[src/rtl/rx_block_packer.sv]
// rtl/rx_block_packer.sv - packs UART bytes into 128-bit blocks; `RX_TIMEOUT_EN adds an inter-byte idle discard
module rx_block_packer #(
    parameter logic [31:0] TIMEOUT_CYCLES = 32'd100000
) (
    input  logic         clk,
    input  logic         rstn,
    input  logic         rx_valid,
    input  logic [7:0]   rx_data,
    output logic         blk_valid,
    output logic [127:0] blk_data,
    input  logic         blk_ready,
    output logic [3:0]   byte_cnt,
    output logic         overflow,
    input  logic         ovf_clr,
    output logic         timeout
);

    typedef enum logic {
        COLLECT = 1'b0,
        FULL    = 1'b1
    } state_t;

    state_t         state_q, state_d;
    logic [127:0]   blk_data_q, blk_data_d;
    logic [3:0]     byte_cnt_q, byte_cnt_d;
    logic           overflow_q, overflow_d;
    logic [6:0]     wr_lsb;

`ifdef RX_TIMEOUT_EN
    logic [31:0]    idle_cnt_q, idle_cnt_d;
    logic           timeout_q, timeout_d;
`endif

    // Slot 0 sits in the top byte so the first received byte is the block MSB.
    assign wr_lsb = {4'd15 - byte_cnt_q, 3'b000};

    always_comb begin
        state_d    = state_q;
        blk_data_d = blk_data_q;
        byte_cnt_d = byte_cnt_q;
        overflow_d = overflow_q;
        if (ovf_clr) begin
            overflow_d = 1'b0;
        end
        if (state_q == COLLECT) begin
            if (rx_valid) begin
                blk_data_d[wr_lsb +: 8] = rx_data;
                byte_cnt_d = byte_cnt_q + 4'd1;
                if (byte_cnt_q == 4'd15) begin
                    state_d = FULL;
                end
            end
        end else begin
            if (blk_ready) begin
                state_d = COLLECT;
                if (rx_valid) begin
                    blk_data_d[127:120] = rx_data;
                    byte_cnt_d = 4'd1;
                end else begin
                    byte_cnt_d = 4'd0;
                end
            end else if (rx_valid) begin
                overflow_d = 1'b1;
            end
        end
`ifdef RX_TIMEOUT_EN
        idle_cnt_d = idle_cnt_q;
        timeout_d  = 1'b0;
        // Only a byte-less cycle in a partial block can expire, so a byte always wins.
        if (rx_valid) begin
            idle_cnt_d = 32'd0;
        end else if (state_q == COLLECT && byte_cnt_q != 4'd0) begin
            if (idle_cnt_q == TIMEOUT_CYCLES - 32'd1) begin
                idle_cnt_d = 32'd0;
                byte_cnt_d = 4'd0;
                timeout_d  = 1'b1;
            end else begin
                idle_cnt_d = idle_cnt_q + 32'd1;
            end
        end
`endif
    end

    always_ff @(posedge clk) begin
        if (!rstn) begin
            state_q    <= COLLECT;
            blk_data_q <= 128'd0;
            byte_cnt_q <= 4'd0;
            overflow_q <= 1'b0;
`ifdef RX_TIMEOUT_EN
            idle_cnt_q <= 32'd0;
            timeout_q  <= 1'b0;
`endif
        end else begin
            state_q    <= state_d;
            blk_data_q <= blk_data_d;
            byte_cnt_q <= byte_cnt_d;
            overflow_q <= overflow_d;
`ifdef RX_TIMEOUT_EN
            idle_cnt_q <= idle_cnt_d;
            timeout_q  <= timeout_d;
`endif
        end
    end

    assign blk_valid = (state_q == FULL);
    assign blk_data  = blk_data_q;
    assign byte_cnt  = byte_cnt_q;
    assign overflow  = overflow_q;
`ifdef RX_TIMEOUT_EN
    assign timeout   = timeout_q;
`else
    assign timeout   = 1'b0;
`endif

endmodule

[config.mk]
export PLATFORM = sky130hd
export DESIGN_NAME = rx_block_packer
export DESIGN_NICKNAME = d
export VERILOG_FILES = /design/src/rtl/rx_block_packer.sv
export SDC_FILE = /design/constraint.sdc
export NUM_CORES = 1
export LEC_CHECK = 0
export BUFFER_PORTS_ARGS = -buffer_cell sky130_fd_sc_hd__buf_2
export CAP_MARGIN = 20
export CORE_ASPECT_RATIO = 2
export CORE_MARGIN = 2
export CORE_UTILIZATION = 30
export CTS_CLUSTER_DIAMETER = 150
export DETAILED_ROUTE_END_ITERATION = 7
export GPL_TIMING_DRIVEN = 0
export PLACE_DENSITY = 0.54
export REMOVE_ABC_BUFFERS = 1
export SETUP_SLACK_MARGIN = 0.15
export SYNTH_ARGS = -nofsm -noshare
export SYNTH_HDL_FRONTEND = slang
export SYNTH_SLANG_ARGS = --single-unit
[constraint.sdc]
create_clock -name clk -period 2.75 [get_ports clk]
set_input_delay 0.55 -clock clk [delete_from_list [all_inputs] [get_ports clk]]
set_output_delay 0.55 -clock clk [all_outputs]
set_load 0.01 [all_outputs]
==> results of run 1 <==
-- timing repair --
action / 4_1_cts / 5_1_grt
endpoints found under the hold margin: 0 / 0
endpoints found under the setup margin: 127 / 84
pin swaps: 0 / 1
resized for setup: 6 / 3
cloned: 0 / 0
setup buffers: 0 / 1
hold buffers: 0 / 0
-- worst max-delay path by stage --
stage                           start            end  depth (start not counted)
after floorplan           byte_cnt[0]  blk_data[104]                          5
after global placement           rstn   blk_data[59]                          5
after detailed placement  byte_cnt[0]    blk_data[9]                          6
after CTS                 byte_cnt[0]  blk_data[107]                          5
after global routing      byte_cnt[1]   blk_data[31]                          5
final                     byte_cnt[1]   blk_data[29]                          5
-- cell type report --
type,count,share of cell area (%)
Multi-Input combinational cell,403,38.5
Sequential cell,134,37.5
Timing Repair Buffer,149,11.1
Clock buffer,20,6.37
Tap cell,216,3.77
Clock inverter,11,2.74
Inverter,2,0.105
-- cells in the final DEF, fill, tap and decap left out, types with 2 or more instances in the layout --
master / synthesis / final
a21boi_0: 19 / 18
a21oi_1: 5 / 5
and2_1: 6 / 6
buf_2: 7 / 145
bufinv_16: 0 / 5
clkbuf_16: 0 / 17
clkbuf_8: 0 / 2
clkinvlp_4: 0 / 2
dfxtp_1: 134 / 133
ha_1: 3 / 2
inv_1: 2 / 2
inv_6: 0 / 2
mux2_2: 8 / 8
mux2i_1: 104 / 104
mux2i_4: 2 / 2
nand2_1: 122 / 122
nand2b_1: 3 / 2
nand3_1: 43 / 43
nand4_1: 9 / 9
nor2_1: 3 / 2
nor2_2: 4 / 5
nor2b_1: 16 / 15
nor3_1: 8 / 8
nor3_4: 4 / 4
nor3b_4: 1 / 2
o21ai_0: 27 / 27
or2_2: 2 / 2
-- worst max-delay path: stages, from the launching register on --
cell	delay [ps]
dfxtp_1	500
ha_1	380
xor2_1	440
nand2_1	170
nor2_2	560
mux2i_1	260
-- per-layer routing --
layer / vias up / GRT usage [%] / part of all wire, %
met4: 0 / 7.86 / 2.6
li1: 2238 / - / -
met2: 109 / 32.2 / 56
met5: - / 0 / 0
met1: 2142 / 18.6 / 38
met3: 19 / 3.47 / 3.8
-- power breakdown --
group | switching (W) | total (W) | internal, W
Combinational | 0.000173 | 0.000244 | 0.0000710
Clock | 0.000876 | 0.00253 | 0.00166
Sequential | 0.0000154 | 0.00197 | 0.00195
-- registers in the layout (all words and copies together), names as in the netlist --
name       count
overflow       1
blk_valid      1
blk_data     128
byte_cnt       4
-- kinds of logic (layout without fill, tap and decap cells) --
group / Yosys count / in the layout
other cells: 1 / 1
buf+inv: 48 / 182
flops: 134 / 134
fa+ha+maj: 3 / 3
simple gates: 230 / 230
compound gates: 54 / 54
mux: 114 / 114
xor+xnor: 1 / 1
-- metrics by stage --
stage | total power [W] | hold slack (ps)
6_report | 0.00475 | 452
5_1_grt | 0.00491 | 469
4_1_cts | 0.00481 | 455
3_5_place_dp | 0.00225 | 443
3_3_place_gp | 0.00225 | 440
2_1_floorplan | 0.00212 | 479
==> flow_metrics.tcl, run 1 <==
set metrics [dict create \
    worstPathRequired_ps 3100 \
    drtIter0Drc 193 \
    rsz0062_at_grt "false" \
    hold_viol 0 \
    synth_compound_area_share_pct 6.00 \
    synth_xor_area_share_pct 0.156 \
    outcome "finished, final reports clean" \
    clk_path_buf_depth 2 \
    nets 723 \
    max_slew_margin_pct 44.9 \
    wl_per_cell_um 18.2 \
    h-tree-depth 4 \
    period_minus_slack_ps 2390 \
    cts.sinks 134 \
    fillers 1874 \
    yosysSeqAreaShare_pct 47.9 \
    async_reset_ff_share_pct 0 \
    clock_latency_ps 420 \
    endpoint_kind "flip-flop" \
    instances_no_fill 935 \
    worst_pin_slew_ps 826 \
    dieHeight_um 197 \
    ios 148 \
    num_vias 4508 \
    r2r_setup_slack_ps 360 \
    postPlaceCellArea_um2 6460 \
    fmax_ghz 0.418 \
    row_count 70 \
    ys_ff_latch 134 \
    setup_tns_ps 0 \
    synth-simple-area-share_pct 20.6 \
    path_clk_slew_ps 60 \
    post-dp-hpwl_mm 12.1 \
    die_w_um 101 \
    critPathMaxFanout 8 \
    crit_type "flip-flop to flip-flop" \
    power_leakage_nw 3.07 \
    synth_area_leaders "dfxtp_1 (48%), mux2i_1 (19%), nand2_1 (8.2%)" \
    r2r-end "blk_data[29]" \
    root_buffer "clkbuf_16" \
    regArea_um2 2690 \
    ys_warn_count 0 \
    cts_tree "yes" \
    start_util_pct 30.6 \
    grt_pass1_wl_mm 25.9 \
    worstReg2RegStart "byte_cnt[1]" \
    cp.arrival_ps 2740 \
    design_area_um2 7170 \
    powerDensity_nw_per_um2 663 \
    synth_mux_area_share_pct 21.0 \
    synthAdderAreaFrac_pct 0.670 \
    start_kind "flip-flop" \
    ir_drop_mv 0.363 \
    track_usage_pct 17.4 \
    ys.flop_type "dfxtp_1" \
    drt_wl_total_mm 17.0 \
    pre_cts_ws_ps -509 \
    synth.most_common_cell "dfxtp_1" \
    dp_cells 903 \
    drv_cap 0 \
    period_share_pct 86.9 \
    antenna_left 0 \
    vias_per_cell 4.82 \
    dieArea_um2 19900 \
    io_buffers 146 \
    hold_path_end "blk_data[26]" \
    postSynthCellCount 585 \
    netlist_area_um2 5610 \
    multiInputGateArea_um2 2760 \
    utilization_pct 39.1 \
    hold_path.class "flip-flop to flip-flop" \
    setup_violations 0 \
    area_growth_syn_to_layout_pct 27.8 \
    worst_slack_ps 360 \
    grt_pass1_vias 4506 \
    reg2reg_depth 5 \
    avgSynthCellArea_um2 9.58 \
    remaining_drc_errors 0 \
    hold_path_depth 2 \
    synth_top_family_by_area "multiplexers" \
    finClkSkew_ps 8.13 \
    yosys.area.top_type "dfxtp_1" \
    synthTopCellsByCount "dfxtp_1 (134), nand2_1 (122), mux2i_1 (104), nand3_1 (43), clkbuf_1 (34)" \
    grt_antenna_before_repair 0 \
    synth-edff-count 0 \
    ys_types 39 \
    coreArea_um2 18300 \
    n_antenna_cell 0 \
    grt_max_degree 121 \
    synth.top_cell.area_share_pct 47.9 \
    cts_buffers 17 \
    drive_gt1_share_pct 29.3 \
    drv_slew 0 \
    drt-pass1-iter-count 4 \
    gp_congestion 0.734 \
    gr-total-overflow 0 \
    worstHoldStart "blk_data[26]" \
]
(Power assumes the default switching activity.)
==> inputs of run 2 (changes only) <==
--- a/config.mk
+++ b/config.mk
@@ -7,7 +7,6 @@
 export LEC_CHECK = 0
 export BUFFER_PORTS_ARGS = -buffer_cell sky130_fd_sc_hd__buf_2
 export CAP_MARGIN = 20
-export CORE_ASPECT_RATIO = 2
 export CORE_MARGIN = 2
 export CORE_UTILIZATION = 30
 export CTS_CLUSTER_DIAMETER = 150
==> run 2 against run 1 <==
Effect of this change: non-clock buffer count fell by 1; critical path depth is the same; first-iteration DRC count grew 26%; hold slack got worse by 6.9 ps; register-to-register slack better by 20 ps; clock skew down 1.4 ps; critical path type unchanged; largest cell class unchanged.
==> flow_metrics.tcl, run 2 (synthesis results as in run 1) <==
set metrics [dict create \
    outcome "finished, final reports clean" \
    vias_per_cell 4.83 \
    start_util_pct 30.9 \
    grt_pass1_wl_mm 25.5 \
    remaining_drc_errors 0 \
    finClkSkew_ps 6.77 \
    antenna_left 0 \
    path_clk_slew_ps 70 \
    io_buffers 146 \
    hold_path.class "primary input to flip-flop" \
    num_vias 4577 \
    root_buffer "clkbuf_16" \
    final_common_cell "buf_2" \
    worst_pin_slew_ps 798 \
    drv_cap 0 \
    dieArea_um2 19800 \
    fmax_ghz 0.421 \
    wl_per_cell_um 17.3 \
    post-dp-hpwl_mm 11.1 \
    ir_drop_mv 0.404 \
    drt-pass1-iter-count 4 \
    period_share_pct 86.4 \
    cts_buffers 17 \
    track_usage_pct 16.8 \
    grt_max_degree 117 \
    fillers 1829 \
    gp_congestion 0.735 \
    worstPathRequired_ps 3050 \
    n_antenna_cell 0 \
    die_w_um 141 \
    final_cell_mix "buf_2 (145), dfxtp_1 (133), nand2_1 (122)" \
    hold_slack_ps 445 \
    endpoint_kind "flip-flop" \
    area_growth_syn_to_layout_pct 26.8 \
    clock_latency_ps 430 \
    crit_type "flip-flop to flip-flop" \
    start_kind "flip-flop" \
    cts.sinks 134 \
    h-tree-depth 4 \
    drt_wl_total_mm 16.4 \
    grt_antenna_before_repair 0 \
    cts_setup_buffers 0 \
    rsz0062_at_grt "false" \
    dieHeight_um 141 \
    cts_hold_buf 0 \
    clk_path_buf_depth 2 \
    drive_gt1_share_pct 29.6 \
    postPlaceCellArea_um2 6470 \
    power_leakage_nw 3.05 \
    nets 722 \
    grt_pass1_vias 4500 \
    cp.arrival_ps 2670 \
    setup_violations 0 \
    period_minus_slack_ps 2370 \
    coreArea_um2 18100 \
    cts_tree "yes" \
    row_count 49 \
    drv_slew 0 \
    critPathMaxFanout 21 \
    ios 148 \
    design_area_um2 7110 \
    max_slew_margin_pct 46.8 \
    largest_register_ffs 128 \
    hold_viol 0 \
    powerDensity_nw_per_um2 636 \
    drtIter0Drc 244 \
    utilization_pct 39.2 \
    gr-total-overflow 0 \
]
==> run 2: cell count changes in the layout (fill, tap and decap cells not counted), sizes merged <==
cell and delta:
buf -1, bufinv -3, clkbuf -3, clkinv +5, clkinvlp -1, inv +3
==> run 2: routing by layer <==
layer | GRT usage [%] | wire length [um] | up-vias
li1 | - | - | 2252
met1 | 21.5 | 7400 | 2193
met2 | 27.1 | 7870 | 116
met3 | 4.96 | 909 | 16
met4 | 5.58 | 226 | 0
met5 | 0 | 0 | -
==> run 2: critical path, cell delays in order (launching register included) <==
cell and delay, ps:
dfxtp_4 510, ha_1 350, nand2_1 220, o32ai_4 620, nand2b_2 340, mux2i_1 190
==> run 2: repair_timing <==
action / 4_1_cts / 5_1_grt
resized for setup: 7 / 3
hold endpoints to repair: 0 / 0
endpoints found under the setup margin: 128 / 63
==> run 2: through the flow <==
stage          total power, W  setup TNS (ps)  std cells  setup slack (ps)
2_1_floorplan         0.00212               0        539              92.4
3_3_place_gp          0.00224          -80790        914             -1290
3_5_place_dp          0.00225          -26110        916              -583
4_1_cts               0.00457               0        948               179
5_1_grt               0.00469               0        948               163
6_report              0.00452               0        948               375
==> run 2: cell type report <==
cell class / instances / area (um^2) / share of cell area (%)
clock inverter: 15 / 170 / 2.39
tap: 229 / 287 / 4.03
sequential: 134 / 2690 / 37.8
clock buffer: 17 / 425 / 5.99
multi-input combinational: 403 / 2760 / 38.8
timing repair buffer: 148 / 772 / 10.9
inverter: 2 / 7.51 / 0.106
==> run 2: worst paths after layout <==
| check | to | cells after the start | slack, ps | from |
|---|---|---|---|---|
| max reg2reg | blk_data[67] | 5 | 380 | byte_cnt[0] |
| min reg2reg | blk_data[73] | 2 | 450 | blk_data[73] |
| min | overflow | 4 | 450 | ovf_clr |
| max | blk_data[67] | 5 | 380 | byte_cnt[0] |
==> run 2: power by group <==
part	internal, W	switching (W)	total, W
clock	0.00136	0.000950	0.00231
combinational	0.0000711	0.000175	0.000246
sequential	0.00195	0.0000155	0.00197
